--- src/rtl/effect_chain_if.sv ---
// Sequencer-to-effect-slot bus: shared sample bus, per-slot enable/grant, per-slot done and result.
// The sequencer connects through the master modport and the effect blocks through the slave modport.
interface effect_chain_if #(
  parameter int DATA_WIDTH  = 16,
  parameter int NUM_EFFECTS = 4
);
  logic [NUM_EFFECTS-1:0]            effect_cs;
  logic [NUM_EFFECTS-1:0]            effect_my_turn;
  logic [DATA_WIDTH-1:0]             effect_data_in;
  logic [NUM_EFFECTS-1:0]            effect_done;
  logic [NUM_EFFECTS*DATA_WIDTH-1:0] effect_data_out;

  modport master (
    output effect_cs, effect_my_turn, effect_data_in,
    input  effect_done, effect_data_out
  );

  modport slave (
    input  effect_cs, effect_my_turn, effect_data_in,
    output effect_done, effect_data_out
  );
endinterface

--- src/rtl/effect_chain_sequencer.sv ---
// Runs each accepted audio sample serially through the enabled effect slots and emits the result.
// Optional per-slot watchdog: define EFFECT_WATCHDOG_EN.
module effect_chain_sequencer #(
  parameter int DATA_WIDTH     = 16,
  parameter int NUM_EFFECTS    = 4,
  parameter int TIMEOUT_CYCLES = 4096
) (
  input  logic                   clk,
  input  logic                   rst,
  input  logic                   sample_valid,
  input  logic [DATA_WIDTH-1:0]  sample_in,
  input  logic [NUM_EFFECTS-1:0] bypass_mask,
  input  logic                   overrun_clr,
  effect_chain_if.master         fx,
  output logic [DATA_WIDTH-1:0]  sample_out,
  output logic                   sample_out_valid,
  output logic                   busy,
  output logic                   overrun,
  output logic                   timeout
);

  localparam int IDX_W = (NUM_EFFECTS > 1) ? $clog2(NUM_EFFECTS) : 1;

  if (NUM_EFFECTS < 1 || NUM_EFFECTS > 8 || TIMEOUT_CYCLES < 1) begin : g_bad_config
    $error("effect_chain_sequencer: unsupported parameter configuration");
  end

  typedef enum logic [1:0] {IDLE, STEP, WAIT, FINISH} state_t;

  state_t                 state, state_nxt;
  logic [IDX_W-1:0]       idx;
  logic [DATA_WIDTH-1:0]  working;
  logic [NUM_EFFECTS-1:0] mask;
  logic                   last_slot;
  logic                   wd_fire;
  logic                   slot_finished;

  assign last_slot     = (idx == IDX_W'(NUM_EFFECTS - 1));
  // A watchdog expiry advances the chain exactly like a done, but leaves working untouched.
  assign slot_finished = fx.effect_done[idx] | wd_fire;

  // NOTE: sequential state uses non-blocking assignments so every flop samples pre-edge values.
  always_ff @(posedge clk) begin
    if (!rst) state <= IDLE;
    else      state <= state_nxt;
  end

  // NOTE: always_comb assigns a default first so no path leaves state_nxt unassigned (no latch).
  always_comb begin
    state_nxt = state;
    unique case (state)
      IDLE:   if (sample_valid) state_nxt = STEP;
      STEP:   if (!mask[idx])   state_nxt = WAIT;
              else if (last_slot) state_nxt = FINISH;
      WAIT:   if (slot_finished) state_nxt = last_slot ? FINISH : STEP;
      FINISH: state_nxt = IDLE;
    endcase
  end

  // NOTE: there is no memory here, so every register is cleared by reset, including the datapath.
  always_ff @(posedge clk) begin
    if (!rst) begin
      idx                <= '0;
      working            <= '0;
      mask               <= '0;
      sample_out         <= '0;
      sample_out_valid   <= 1'b0;
      busy               <= 1'b0;
      overrun            <= 1'b0;
      fx.effect_cs       <= '0;
      fx.effect_my_turn  <= '0;
      fx.effect_data_in  <= '0;
    end else begin
      sample_out_valid <= 1'b0;
      busy             <= (state_nxt != IDLE);
      // A fresh drop in the same cycle as a clear must still be reported.
      if (sample_valid && state != IDLE) overrun <= 1'b1;
      else if (overrun_clr)              overrun <= 1'b0;

      case (state)
        IDLE: begin
          if (sample_valid) begin
            working      <= sample_in;
            mask         <= bypass_mask;
            fx.effect_cs <= ~bypass_mask;
            idx          <= '0;
          end
        end
        STEP: begin
          if (mask[idx]) begin
            if (!last_slot) idx <= idx + 1'b1;
          end else begin
            fx.effect_data_in <= working;
            fx.effect_my_turn <= NUM_EFFECTS'(1) << idx;
          end
        end
        WAIT: begin
          if (slot_finished) begin
            // Grant drops on the done edge so the slot cannot restart when it goes passive.
            fx.effect_my_turn <= '0;
            if (fx.effect_done[idx]) working <= fx.effect_data_out[idx*DATA_WIDTH +: DATA_WIDTH];
            if (!last_slot) idx <= idx + 1'b1;
          end
        end
        FINISH: begin
          sample_out       <= working;
          sample_out_valid <= 1'b1;
        end
        default: ;
      endcase
    end
  end

`ifdef EFFECT_WATCHDOG_EN
  localparam int WD_W = $clog2(TIMEOUT_CYCLES + 1);

  logic [WD_W-1:0] wd_cnt;

  assign wd_fire = (state == WAIT) && !fx.effect_done[idx] &&
                   (wd_cnt == WD_W'(TIMEOUT_CYCLES - 1));

  always_ff @(posedge clk) begin
    if (!rst) begin
      wd_cnt  <= '0;
      timeout <= 1'b0;
    end else begin
      if (state == STEP)      wd_cnt <= '0;
      else if (state == WAIT) wd_cnt <= wd_cnt + 1'b1;
      if (wd_fire) timeout <= 1'b1;
    end
  end
`else
  assign wd_fire = 1'b0;
  assign timeout = 1'b0;
`endif

endmodule

--- src/flat_wrapper.sv ---
// flat-port wrapper written by rule: the top's interface ports become plain ports
module effect_chain_sequencer_flat 
#(
  parameter int DATA_WIDTH     = 16,
  parameter int NUM_EFFECTS    = 4,
  parameter int TIMEOUT_CYCLES = 4096
)
  (clk, rst, sample_valid, sample_in, bypass_mask, overrun_clr, sample_out, sample_out_valid, busy, overrun, timeout, fx_effect_cs, fx_effect_my_turn, fx_effect_data_in, fx_effect_done, fx_effect_data_out);
  effect_chain_if #(.DATA_WIDTH(DATA_WIDTH), .NUM_EFFECTS(NUM_EFFECTS)) fx_i ();
  input  logic clk;
  input  logic rst;
  input  logic sample_valid;
  input  logic [DATA_WIDTH-1:0] sample_in;
  input  logic [NUM_EFFECTS-1:0] bypass_mask;
  input  logic overrun_clr;
  output logic [DATA_WIDTH-1:0] sample_out;
  output logic sample_out_valid;
  output logic busy;
  output logic overrun;
  output logic timeout;
  output wire logic [$bits(fx_i.effect_cs)-1:0] fx_effect_cs;
  output wire logic [$bits(fx_i.effect_my_turn)-1:0] fx_effect_my_turn;
  output wire logic [$bits(fx_i.effect_data_in)-1:0] fx_effect_data_in;
  input wire logic [$bits(fx_i.effect_done)-1:0] fx_effect_done;
  input wire logic [$bits(fx_i.effect_data_out)-1:0] fx_effect_data_out;
  assign fx_effect_cs = fx_i.effect_cs;
  assign fx_effect_my_turn = fx_i.effect_my_turn;
  assign fx_effect_data_in = fx_i.effect_data_in;
  assign fx_i.effect_done = fx_effect_done;
  assign fx_i.effect_data_out = fx_effect_data_out;
  effect_chain_sequencer #(.DATA_WIDTH(DATA_WIDTH), .NUM_EFFECTS(NUM_EFFECTS), .TIMEOUT_CYCLES(TIMEOUT_CYCLES)) u_core (.clk(clk), .rst(rst), .sample_valid(sample_valid), .sample_in(sample_in), .bypass_mask(bypass_mask), .overrun_clr(overrun_clr), .fx(fx_i), .sample_out(sample_out), .sample_out_valid(sample_out_valid), .busy(busy), .overrun(overrun), .timeout(timeout));
endmodule
--- config.mk ---
export PLATFORM = sky130hd
export DESIGN_NAME = effect_chain_sequencer_flat
export DESIGN_NICKNAME = d
export VERILOG_FILES = /design/src/rtl/effect_chain_if.sv /design/src/rtl/effect_chain_sequencer.sv /design/src/flat_wrapper.sv
export SDC_FILE = /design/constraint.sdc
export NUM_CORES = 1
export LEC_CHECK = 0
export ABC_AREA = 0
export CAP_MARGIN = 20
export CORE_MARGIN = 2
export CORE_UTILIZATION = 46
export DETAILED_ROUTE_END_ITERATION = 8
export HOLD_SLACK_MARGIN = 0.05
export PLACE_DENSITY = 0.89
export SYNTH_ARGS = -nofsm -noshare
export SYNTH_HDL_FRONTEND = slang
export SYNTH_SLANG_ARGS = --single-unit
--- constraint.sdc ---
create_clock -name clk -period 4 [get_ports clk]
set_input_delay 0.8 -clock clk [delete_from_list [all_inputs] [get_ports clk]]
set_output_delay 0.8 -clock clk [all_outputs]
set_load 0.005 [all_outputs]
==> metrics, run 1 <==
outcome finished, final reports clean; Worst R2R Start u_core.idx[1]; synth top area cells dfxtp_1, mux2i_1, mux4_2, mux4_1, nor2_1; Yosys warnings 0; top cell type's share of synthesized area 41.5%; Seq. cell area 1340 um2; relative slew slack 32.0%; Final min period 2.55 ns; Finish-stage setup viols 0; Tcrit/Tclk final 63.9%; PnR Total Power 1.79 mW; Die Y 87.8 um; die width 87.8 um; Filler cells 516; power density cells 375 nW/um2; CTS buffer count 9; routed wire length per instance 15.3 um; Synth async-reset ratio 0%; IR drop worst, VDD 0.171 mV; post-cts sizing count 0; clk_lat worst skew 0.34 ns; final hold viol count 0; Via-to-Cell Ratio 5.10; largest net degree at the start of global routing 33; Max Cap Viol 0; count leader, synth dfxtp_1; Core Util, Final 70.3%; fin nets 531; Yosys top cell by area dfxtp_1; FP Rows 30; top post-synthesis cells by count dfxtp_1, mux2i_1, nor2_1; Vias 2707; clock-pin slew on the worst setup and hold paths 0.07 ns; Syn Nets 403; GRT overflow 0; DRC viols 0; GPL Wtd Cong 0.867; ratio of cells with drive above 1 in the final layout 8.97%; R2R cell count 4; TNS Setup 0 ns; Slew Viols, Final 0; area taken by multi-input logic gates 1740 um2; vias in the first global route 2689; TritonCTS clock tree yes; dpl ws 1.13 ns; Clock Skews 0.00476 ns; mean post-synth cell area 10.7 um2; crit-path max FO 31; die area 7710 um2; drt first-iter violations 128; Pre-antenna DRT Iters 6; CP Launch Point rst; Ports 136; core region area 6790 um2; # hold bufs at CTS 0; sequential share of the synthesized area 41.5%; TritonCTS Sinks 67; Yosys reg bits 67; Layout area overhead 47.8%; Leakage Power 1.69 nW; Mapped Area 3230 um2; Hold Crit Class register to register; CP arrival 2.84 ns; Starting Density 47.6%; Top FF cell, synth dfxtp_1; first-pass GRT wire length 12800 um; Hold Crit Start u_core.fx.effect_cs[0]; IO Port Bufs 134; final WL 8130 um; gr usage total 21.8%; CP Capture Type register; Peak Freq 391 MHz; Worst Path Required 4.28 ns; initial antenna violation count 0; R2R setup slack 1.60 ns; final worst setup slack 1.45 ns; Mapped Cells 303; Worst Tran Pin Value 1.02 ns; Post-synth EDFFs 0; DPL Wire Length 6170 um; RSZ-0062 raised after global routing no; root buffer cell clkbuf_8; H-Tree Level Count 3; reg2reg end u_core.idx[1]; Clock Tree Buf Depth 2; WS Path Type input port to register; Antenna Violating Nets Remaining 0; Post-CTS Setup Bufs 0; critical path startpoint category input port; ant diodes 0; Yosys cell types 35; endpoint of the worst setup timing path u_core.busy
-- metal layers --
layer | vias up | wire [um] | global-route usage (%)
met5 | - | 0 | 0
met4 | 0 | 281 | 12.4
met3 | 23 | 411 | 3.96
met2 | 115 | 3940 | 35.7
met1 | 1233 | 3500 | 27.0
li1 | 1336 | - | -
-- where the power goes --
part           internal [mW]  switching (mW)
clock                  0.270           0.236
sequential             0.739          0.0645
combinational          0.276           0.208
total                   1.29           0.508
-- state kept, by name, indices dropped and copies added, names as in the netlist --
signal and flops:
u_core.busy 1, u_core.fx.effect_cs 4, u_core.fx.effect_data_in 16, u_core.fx.effect_my_turn 4, u_core.idx 2, u_core.mask 4, u_core.overrun 1, u_core.sample_out 16
u_core.sample_out_valid 1, u_core.state 2, u_core.working 16
-- worst max-delay path, stage by stage --
cell             delay [ns]
clkdlybuf4s50_1        0.46
buf_4                  0.30
clkinv_1               0.57
nor3_1                 0.35
o311ai_0               0.21
nand3b_1               0.12
-- cells by family (layout without fill, tap and decap cells) --
| group | Yosys count | after routing | share of synthesized area [%] |
|---|---|---|---|
| adder cells (fa/ha/maj) | 8 | 8 | 3.10 |
| flip-flops | 67 | 67 | 41.5 |
| AND/OR/NAND/NOR | 78 | 78 | 11.0 |
| buffers and inverters | 28 | 160 | 4.68 |
| other | 1 | 1 | 0.116 |
| AO/OA/AOI/OAI | 49 | 49 | 9.41 |
| multiplexers | 72 | 72 | 30.2 |
-- worst min path at each step --
| stage | end | slack (ns) | cells after the start |
|---|---|---|---|
| global route | u_core.fx.effect_cs[1] | 0.49 | 2 |
| CTS | u_core.fx.effect_cs[0] | 0.46 | 2 |
| global placement | u_core.fx.effect_cs[0] | 0.44 | 2 |
| detailed placement | u_core.fx.effect_cs[0] | 0.45 | 2 |
| floorplan | u_core.mask[2] | 0.43 | 2 |
| finish | u_core.fx.effect_cs[0] | 0.46 | 2 |
-- cell usage in the layout, fill, tap and decap left out, drive strengths merged, types with 3 or more instances in the layout --
cell type / count
clkbuf: 13
dfxtp: 67
mux2i: 54
nand2b: 5
nand2: 20
ha: 8
clkdlybuf4s50: 134
clkinv: 3
mux4: 18
nor2: 39
inv: 6
nand3: 6
a21oi: 25
buf: 4
o21ai: 18
-- cell type report --
| cell class | count | area share [%] |
|---|---|---|
| clock buffers | 13 | 3.54 |
| clock inverters | 2 | 0.210 |
| inverters | 7 | 0.550 |
| multi-input cells | 208 | 36.4 |
| flip-flops and latches | 67 | 28.1 |
| well taps | 96 | 2.51 |
| repair buffers | 138 | 28.7 |
-- stage by stage --
step,instance area (um2),cells,hold slack [ns]
after floorplan,3230,303,0.433
after global placement,4600,516,0.441
after detailed placement,4600,516,0.455
after CTS,4780,531,0.464
after global routing,4780,531,0.486
final,4780,531,0.459
No activity file was read; power rests on OpenSTA's default activity.
==> run 2, diff against run 1 <==
- CORE_UTILIZATION: 46 -> 39
- PLACE_DENSITY: 0.89 -> 0.8
- clock period: 4 -> 2.31 ns (I/O delays scaled with it)
==> metrics, run 2 (synthesized netlist as in run 1, its figures left out) <==
outcome finished, final reports clean; Max Cap Viol 0 (unchanged); Vias 2681 (-0.96%); switching pwr 0.892 mW (+76%); final hold viol count 0 (unchanged); ratio of cells with drive above 1 in the final layout 9.79% (+0.83 points); power density cells 696 nW/um2 (+86%); R2R cell count 4 (unchanged); root buffer cell clkbuf_8; CP Capture Type register; Hold Crit Class register to register; Post-CTS Setup Bufs 0 (unchanged); TNS Setup 0 ns (unchanged); Final min period 1.97 ns; fin nets 534 (+0.56%); clk_lat worst skew 0.33 ns (about the same); commonest non-fill, non-tap cell in the layout clkdlybuf4s50_1; final worst setup slack 0.340 ns (-1.10 ns); ant diodes 0 (unchanged); Sw Ratio 26.3% (-2.0 points); GPL Wtd Cong 0.837 (-3.4%); CP arrival 2.23 ns (-0.61 ns); DRC viols 0 (unchanged); gr usage total 18.7% (-3.2 points); Hold Crit Start u_core.mask[1]; Ports 136 (unchanged); Clock Tree Buf Depth 2 (unchanged); Tcrit/Tclk final 85.3%; Worst Path Required 2.57 ns (-1.71 ns); WHS Path Cells 2 (unchanged); H-Tree Level Count 3 (unchanged); TritonCTS Sinks 67 (unchanged); Filler cells 656 (+27%); crit-path max FO 17 (-45%); RSZ-0062 raised after global routing no; IO Port Bufs 134 (unchanged); Finish-stage setup viols 0 (unchanged); final WL 8020 um (-1.3%); critical path startpoint category register; Via-to-Cell Ratio 4.93 (-3.3%); Comb pwr share 24.6% (-2.4 points); initial antenna violation count 0 (unchanged); R2R setup slack 0.34 ns (-1.26 ns); Core Util, Final 59.9% (-10 points); Clock Skews 0.00628 ns (+0.00152 ns); Die Y 95.0 um (+8.2%); reg2reg end u_core.idx[1]; drt first-iter violations 97 (-24%); WS Path Type register to register; FP Rows 33 (+10%); most frequent cells in the layout clkdlybuf4s50_1, dfxtp_1, mux2i_1; first-pass GRT wire length 13000 um (+2.1%); Pre-antenna DRT Iters 4 (-2); Slew Viols, Final 0 (unchanged); die width 95.0 um (+8.2%); die area 9030 um2 (+17%); Sequential Power Share 40.9% (-3.9 points); TritonCTS clock tree yes; Peak Freq 508 MHz; clock group share of total power 34.5% (+6.3 points); vias in the first global route 2759 (+2.6%); post-cts sizing count 0 (unchanged); largest net degree at the start of global routing 33 (unchanged); Starting Density 39.7% (-7.8 points); GRT overflow 0 (unchanged); Antenna Violating Nets Remaining 0 (unchanged); Layout area overhead 50.8%; IR drop worst, VDD 0.358 mV (+110%); core region area 8130 um2 (+20%); Hold Path End u_core.mask[1]; routed wire length per instance 14.8 um (-3.7%); # hold bufs at CTS 0 (unchanged); P_int 2.50 mW (+95%); DPL Wire Length 6200 um (+0.50%); Largest regs u_core.fx.effect_data_in x16, u_core.sample_out x16, u_core.working x16; dpl ws 0.142 ns (-0.991 ns); CTS buffer count 9 (unchanged); Leakage Power 1.74 nW (+2.6%); Worst R2R Start u_core.idx[0]; Hold WS 0.458 ns (-0.000981 ns); clock-pin slew on the worst setup and hold paths 0.07 ns (about the same)
## run 2: critical path, stage by stage, from the launching register on
cell and delay, ns:
dfxtp_1 0.43, mux4_2 0.66, nor2_8 0.38, or3_4 0.23, mux2i_1 0.19
## run 2: power by group through the flow
stage	sequential (mW)	combinational, mW	clock, mW
floorplan	1.38	0.549	0
global placement	1.41	0.814	0
detailed placement	1.41	0.836	0
CTS	1.39	0.842	1.19
global route	1.40	0.914	1.24
finish	1.39	0.836	1.17
## run 2: worst max-delay path by stage
stage | start | end | slack (ns) | depth (start not counted)
after global routing | u_core.idx[0] | u_core.idx[1] | 0.26 | 4
final | u_core.idx[0] | u_core.idx[1] | 0.34 | 4
after global placement | fx_effect_done[3] | u_core.working[15] | 0.18 | 5
after detailed placement | fx_effect_done[3] | u_core.working[0] | 0.14 | 5
after CTS | u_core.idx[0] | u_core.idx[1] | 0.32 | 4
after floorplan | u_core.idx[0] | u_core.working[10] | 0.53 | 6
## run 2: per-layer routing
metal | part of all wire (%) | GRT usage, % | up-vias | wire (um)
met5 | 0 | 0 | - | 0
met2 | 48 | 30.6 | 102 | 3840
met4 | 2.3 | 8.21 | 0 | 185
met3 | 5.0 | 2.85 | 12 | 399
met1 | 45 | 24.4 | 1227 | 3600
li1 | - | - | 1340 | -
## run 2: area by class of cell
class / count / area [um2] / share of cell area [%]
Clock buffer: 11 / 141 / 2.90
Timing Repair Buffer: 141 / 1390 / 28.6
Clock inverter: 5 / 100 / 2.05
Multi-Input combinational cell: 208 / 1740 / 35.7
Sequential cell: 67 / 1340 / 27.5
Inverter: 7 / 26.3 / 0.539
Tap cell: 105 / 131 / 2.70
## run 2: through the flow
step / cells / instance area [um2] / power [mW]
after floorplan: 303 / 3230 / 1.93
after global placement: 528 / 4630 / 2.22
after detailed placement: 528 / 4630 / 2.25
after CTS: 544 / 4870 / 3.42
after global routing: 544 / 4870 / 3.55
final: 544 / 4870 / 3.39
